File: src/rtl/lenet_pkg.sv
// Shared LeNet datapath constants: widths used by conv, FC, requant, ReLU and pooling.
package lenet_pkg;

    localparam int ACC_WIDTH   = 20;
    localparam int BIAS_WIDTH  = 16;
    localparam int DATA_SIZE   = 8;
    localparam int SHIFT_WIDTH = 4;

    localparam logic signed [DATA_SIZE-1:0] SAT_MAX = {1'b0, {(DATA_SIZE - 1){1'b1}}};
    localparam logic signed [DATA_SIZE-1:0] SAT_MIN = {1'b1, {(DATA_SIZE - 1){1'b0}}};

endpackage

File: src/rtl/round_shift_sat.sv
// Round-half-up arithmetic right shift followed by saturation to a signed DATA_SIZE result.
// Purely combinational; the FC layer reuses it.
module round_shift_sat #(
    parameter int SUM_WIDTH   = 22,
    parameter int SHIFT_WIDTH = 4,
    parameter int DATA_SIZE   = 8
) (
    input  logic signed [SUM_WIDTH-1:0]   sum,
    input  logic        [SHIFT_WIDTH-1:0] shift,
    output logic signed [DATA_SIZE-1:0]   data,
    output logic                          sat
);

    // One guard bit so adding the rounding constant can never wrap.
    localparam int QW = SUM_WIDTH + 1;
    localparam logic signed [QW-1:0] QMAX = QW'((2 ** (DATA_SIZE - 1)) - 1);
    localparam logic signed [QW-1:0] QMIN = -QW'(2 ** (DATA_SIZE - 1));

    logic signed [QW-1:0] sum_ext;
    logic signed [QW-1:0] rnd;
    logic signed [QW-1:0] q;

    always_comb begin
        sum_ext = {sum[SUM_WIDTH-1], sum};
        rnd     = (shift == '0) ? '0 : (QW'(1) << (int'(shift) - 1));
        q       = (sum_ext + rnd) >>> shift;
        data    = q[DATA_SIZE-1:0];
        sat     = 1'b0;
        if (q > QMAX) begin
            data = {1'b0, {(DATA_SIZE - 1){1'b1}}};
            sat  = 1'b1;
        end else if (q < QMIN) begin
            data = {1'b1, {(DATA_SIZE - 1){1'b0}}};
            sat  = 1'b1;
        end
    end

endmodule

File: src/rtl/requant_sat_stream.sv
// Two-stage valid/ready requantizer: bias add, rounded shift, saturate to DATA_SIZE, and count
// clipped beats handed downstream.
module requant_sat_stream #(
    parameter int ACC_WIDTH   = lenet_pkg::ACC_WIDTH,
    parameter int BIAS_WIDTH  = lenet_pkg::BIAS_WIDTH,
    parameter int DATA_SIZE   = lenet_pkg::DATA_SIZE,
    parameter int SHIFT_WIDTH = lenet_pkg::SHIFT_WIDTH,
    parameter int CNT_WIDTH   = 16
) (
    input  logic                          clk,
    input  logic                          rst_n,
    input  logic                          in_valid,
    output logic                          in_ready,
    input  logic signed [ACC_WIDTH-1:0]   in_acc,
    input  logic signed [BIAS_WIDTH-1:0]  in_bias,
    input  logic        [SHIFT_WIDTH-1:0] in_shift,
    input  logic                          in_last,
    output logic                          out_valid,
    input  logic                          out_ready,
    output logic        [DATA_SIZE-1:0]   out_data,
    output logic                          out_last,
    output logic                          out_sat,
    input  logic                          sat_clr,
    output logic        [CNT_WIDTH-1:0]   sat_count
);

    localparam int SUM_WIDTH = ACC_WIDTH + 2;

    logic                          s1_valid_q, s1_valid_d;
    logic signed [SUM_WIDTH-1:0]   s1_sum_q, s1_sum_d;
    logic        [SHIFT_WIDTH-1:0] s1_shift_q, s1_shift_d;
    logic                          s1_last_q, s1_last_d;
    logic                          s2_valid_q, s2_valid_d;
    logic        [DATA_SIZE-1:0]   out_data_q, out_data_d;
    logic                          out_last_q, out_last_d;
    logic                          out_sat_q, out_sat_d;
    logic        [CNT_WIDTH-1:0]   sat_count_q, sat_count_d;
    logic                          s1_en, s2_en;
    logic signed [DATA_SIZE-1:0]   rs_data;
    logic                          rs_sat;

    round_shift_sat #(
        .SUM_WIDTH  (SUM_WIDTH),
        .SHIFT_WIDTH(SHIFT_WIDTH),
        .DATA_SIZE  (DATA_SIZE)
    ) u_round_shift_sat (
        .sum  (s1_sum_q),
        .shift(s1_shift_q),
        .data (rs_data),
        .sat  (rs_sat)
    );

    always_comb begin
        s2_en       = !s2_valid_q || out_ready;
        s1_en       = !s1_valid_q || s2_en;
        s1_valid_d  = s1_valid_q;
        s1_sum_d    = s1_sum_q;
        s1_shift_d  = s1_shift_q;
        s1_last_d   = s1_last_q;
        s2_valid_d  = s2_valid_q;
        out_data_d  = out_data_q;
        out_last_d  = out_last_q;
        out_sat_d   = out_sat_q;
        sat_count_d = sat_count_q;
        if (s1_en) begin
            s1_valid_d = in_valid;
            s1_sum_d   = SUM_WIDTH'(in_acc) + SUM_WIDTH'(in_bias);
            s1_shift_d = in_shift;
            s1_last_d  = in_last;
        end
        if (s2_en) begin
            s2_valid_d = s1_valid_q;
            out_data_d = rs_data;
            out_last_d = s1_last_q;
            out_sat_d  = rs_sat;
        end
        // Clear wins over a simultaneous clipped transfer; count saturates at all-ones.
        if (sat_clr) begin
            sat_count_d = '0;
        end else if (s2_valid_q && out_ready && out_sat_q && (sat_count_q != '1)) begin
            sat_count_d = sat_count_q + CNT_WIDTH'(1);
        end
    end

    always_ff @(posedge clk) begin
        if (!rst_n) begin
            s1_valid_q  <= 1'b0;
            s1_sum_q    <= '0;
            s1_shift_q  <= '0;
            s1_last_q   <= 1'b0;
            s2_valid_q  <= 1'b0;
            out_data_q  <= '0;
            out_last_q  <= 1'b0;
            out_sat_q   <= 1'b0;
            sat_count_q <= '0;
        end else begin
            s1_valid_q  <= s1_valid_d;
            s1_sum_q    <= s1_sum_d;
            s1_shift_q  <= s1_shift_d;
            s1_last_q   <= s1_last_d;
            s2_valid_q  <= s2_valid_d;
            out_data_q  <= out_data_d;
            out_last_q  <= out_last_d;
            out_sat_q   <= out_sat_d;
            sat_count_q <= sat_count_d;
        end
    end

    assign in_ready  = s1_en;
    assign out_valid = s2_valid_q;
    assign out_data  = out_data_q;
    assign out_last  = out_last_q;
    assign out_sat   = out_sat_q;
    assign sat_count = sat_count_q;

endmodule
File: config.mk
export PLATFORM = sky130hd
export DESIGN_NAME = requant_sat_stream
export DESIGN_NICKNAME = d
export VERILOG_FILES = /design/src/rtl/lenet_pkg.sv /design/src/rtl/round_shift_sat.sv /design/src/rtl/requant_sat_stream.sv
export SDC_FILE = /design/constraint.sdc
export NUM_CORES = 1
export LEC_CHECK = 0
export BUFFER_PORTS_ARGS = -buffer_cell sky130_fd_sc_hd__buf_4
export CORE_MARGIN = 1
export CORE_UTILIZATION = 55
export DETAILED_ROUTE_END_ITERATION = 8
export PLACE_DENSITY = 0.76
export SETUP_SLACK_MARGIN = 0.5
export SLEW_MARGIN = 20
export SYNTH_ARGS = -nofsm -noshare
export SYNTH_HDL_FRONTEND = slang
export SYNTH_HIERARCHICAL = 1
export SYNTH_SLANG_ARGS = --single-unit
File: constraint.sdc
create_clock -name clk -period 7.8 [get_ports clk]
set_input_delay 1.95 -clock clk [delete_from_list [all_inputs] [get_ports clk]]
set_output_delay 1.95 -clock clk [all_outputs]
set_load 0.005 [all_outputs]
==> results.yml <==
synth:
  synth.largest_area_cell: "dfxtp_1"
  synth_simple_gate_area_frac: 0.252
  ys_top_cells_by_count: "nand2_1, a21oi_1, nor2_1, dfxtp_1, ha_1"
  syn_inst: 834
  ys.flop_type: "dfxtp_1"
  synth_compound_area_frac: 0.315
  synth_top_area_share: 0.178
  synth_xor_area_frac: 0.0679
  synth.distinct_cells: 88
  syn_avg_cell_area_sq_um: 7.27
  synth.cell_area_sq_um: 6060
  yosys-top-cells-area: "dfxtp_1, ha_1, a21oi_1, nand2_1, nor2_1"
  ys_async_sr_fraction: 0
  seq_area_frac_synth: 0.178
  synth_edf_count: 0
  synth_mux_area_frac: 0.0380
  synth_top_family_by_area: "compound AO/OA/AOI/OAI gates"
  synth-warning-count: 6
  synthMostInstantiatedCell: "nand2_1"
  synth_fa_ha_area_frac: 0.0974
  ys_ff_latch: 54
finish:
  finalInstanceArea_sq_um: 6750
  antenna_cells: 0
  fill_cells: 948
  multi_input_area_sq_um: 4690
  final_cells: 1014
  areaGrowthSynthToFinish_pct: 11.3
  final_layout_size_suffix_gt1_frac: 0.142
  seq_area_sq_um: 1080
  final_nets: 969
timing:
  maxSlewHeadroom: 0.369
  hold_viol: 0
  fin_worst_skew_ns: 0.00516
  period_share: 0.782
  finalSetupTns_ns: 0
  rsz0062_at_grt: "false"
  slew_violations: 0
  min_period_ns: 6.10
  setup_violations: 0
  fmax_mhz: 164
  worst_pin_slew_ns: 0.945
routing:
  via_per_inst: 6.37
  ant_nets: 0
  drc: 0
  initialDrtViolationCount: 528
  dr_total_vias: 6462
  wl_per_cell_um: 17.1
  drt_first_pass_iters: 6
  totalWireLength_mm: 17.3
critical_path:
  cp-endpoint: "out_data[0]"
  crit_start: "s1_shift_q[1]"
  rr_startpoint: "s1_shift_q[1]"
  crit_fanout: 22
  cp.required_ns: 8.04
  regToRegSetupSlack_ns: 1.70
  endpoint_kind: "flop"
  reg2reg_to: "out_data[0]"
  reg2regPathDepth: 20
  critPathLaunchType: "flop"
  arrival_ns: 6.34
  crit_type: "reg -> reg"
status:
  status: "finished, final reports clean"
placement:
  hpwl_mm: 13.4
  post_dp_cell_area_sq_um: 6630
  gp_congestion: 0.977
  io_buffers: 73
  dp.cells: 1006
cts:
  cts_tree: "done"
  clk_latency_ns: 0.31
  post_cts_buffers: 0
  clkSinkCount: 54
  cts_resized: 0
  hold_buffers: 0
  htree_levels: 2
  clk_pin_slew_ns: 0.10
  cts_root_buffer: "clkbuf_8"
  cts-buffers-inserted: 5
  cts_max_path_buffers: 2
floorplanning:
  ios: 74
  initial_utilization: 0.577
  row_count: 37
  core_sq_um: 10500
  die-area_sq_um: 11400
  die_width_um: 107
  die-height_um: 107
global_routing:
  overflow: 0
  grt_use_total: 0.307
  grt_pass1_vias: 5970
  antenna_found_initial: 0
  grt_pass1_wl_mm: 28.6
  grt_start_max_net_pins: 35
pwr:
  p_per_area_nw_per_um2: 150
  ir_drop_mv: 0.118
  p_leak_nw: 2.81
flow_run:
  maxCapViolCount: 0
min_path:
  min_path_type: "reg -> reg"
state kept, by name (all words and copies together) (netlist names):
| signal | flops |
|---|---|
| out_sat | 1 |
| out_valid | 1 |
| out_last | 1 |
| s1_shift_q | 4 |
| sat_count | 16 |
| out_data | 8 |
| s1_last_q | 1 |
| s1_sum_q | 21 |
| s1_valid_q | 1 |
power by group:
part	leakage, nW	internal [mW]	total [mW]	switching [mW]
Combinational	2.31	0.194	0.497	0.302
Clock	0.0563	0.0979	0.197	0.0991
Sequential	0.445	0.301	0.321	0.0200
logic make-up (layout without fill, tap and decap cells):
kind of cell               Yosys count  count (layout)
adders and majority gates           46              46
muxes                               21              21
buffers and inverters               71             110
xor gates and xnor gates            47              47
DFF                                 54              54
and+or+nand+nor                    322             322
other                                1               6
AOI/OAI and AO/OA                  272             272
cells in the final DEF, fill, tap and decap left out, types with 8 or more instances in the layout:
cell type,netlist,routed
xnor2_1,20,20
a31oi_1,9,9
nor2_1,86,86
nand3_1,31,31
nand4_1,15,15
xor2_1,27,27
o211ai_1,10,10
dfxtp_1,54,54
nor3_1,26,26
and4_1,8,8
o21bai_1,8,8
inv_1,16,16
o21ai_1,8,8
a211oi_1,13,13
o21ai_0,36,36
nand2_1,110,110
a21oi_1,91,91
ha_1,44,44
mux2i_1,14,14
o21a_1,8,8
buf_4,1,81
and3_1,11,11
layer usage:
| metal | up-vias | GRT usage | wire, um | share of wire |
|---|---|---|---|---|
| met4 | 0 | 0.110 | 405 | 0.023 |
| met3 | 34 | 0.0280 | 1140 | 0.066 |
| li1 | 3195 | - | - | - |
| met1 | 2964 | 0.413 | 7790 | 0.45 |
| met5 | - | 0 | 0 | 0 |
| met2 | 269 | 0.510 | 7980 | 0.46 |
worst max-delay path: stages, from the launching register on:
cell and delay (ns):
dfxtp_1 0.31, buf_4 0.20, inv_1 0.54, ha_1 0.51, xor2_1 0.42, nor3_1 0.11
ha_1 0.24, fa_1 0.45, a211oi_2 0.37, o21ai_2 0.14, a311oi_2 0.41, o41ai_4 0.12
xnor2_1 0.23, a222oi_1 0.49, o221ai_1 0.24, or3_4 0.39, nor4_4 0.25, a31oi_2 0.20
a21oi_1 0.16, nand2_1 0.07, a21oi_1 0.15
worst min-delay path by stage:
stage	from	to	slack, ns	cells past startpoint
6_report	out_data[2]	out_data[2]	0.46	2
5_1_grt	out_data[2]	out_data[2]	0.48	2
4_1_cts	out_data[2]	out_data[2]	0.46	2
3_5_place_dp	out_data[2]	out_data[2]	0.45	2
3_3_place_gp	out_data[7]	out_data[7]	0.44	2
2_1_floorplan	s1_shift_q[2]	s1_shift_q[2]	0.43	2
cell type report:
class | count | share of cell area
inverter | 21 | 0.0119
timing repair buffer | 81 | 0.0901
clock buffer | 5 | 0.0102
clock inverter | 3 | 0.00723
tap | 136 | 0.0252
sequential | 54 | 0.160
multi-input combinational | 714 | 0.695
stage by stage:
| step | setup WS, ns | util | hold WS (ns) | power (mW) |
|---|---|---|---|---|
| after global routing | 1.28 | 0.642 | 0.481 | 1.08 |
| final | 1.70 | 0.642 | 0.460 | 1.01 |
| after floorplan | 2.28 | - | 0.431 | 0.687 |
| after global placement | 2.06 | 0.631 | 0.440 | 0.804 |
| after detailed placement | 1.87 | 0.631 | 0.448 | 0.810 |
| after CTS | 1.82 | 0.642 | 0.463 | 1.01 |
Power figures use the tool's default switching activity.
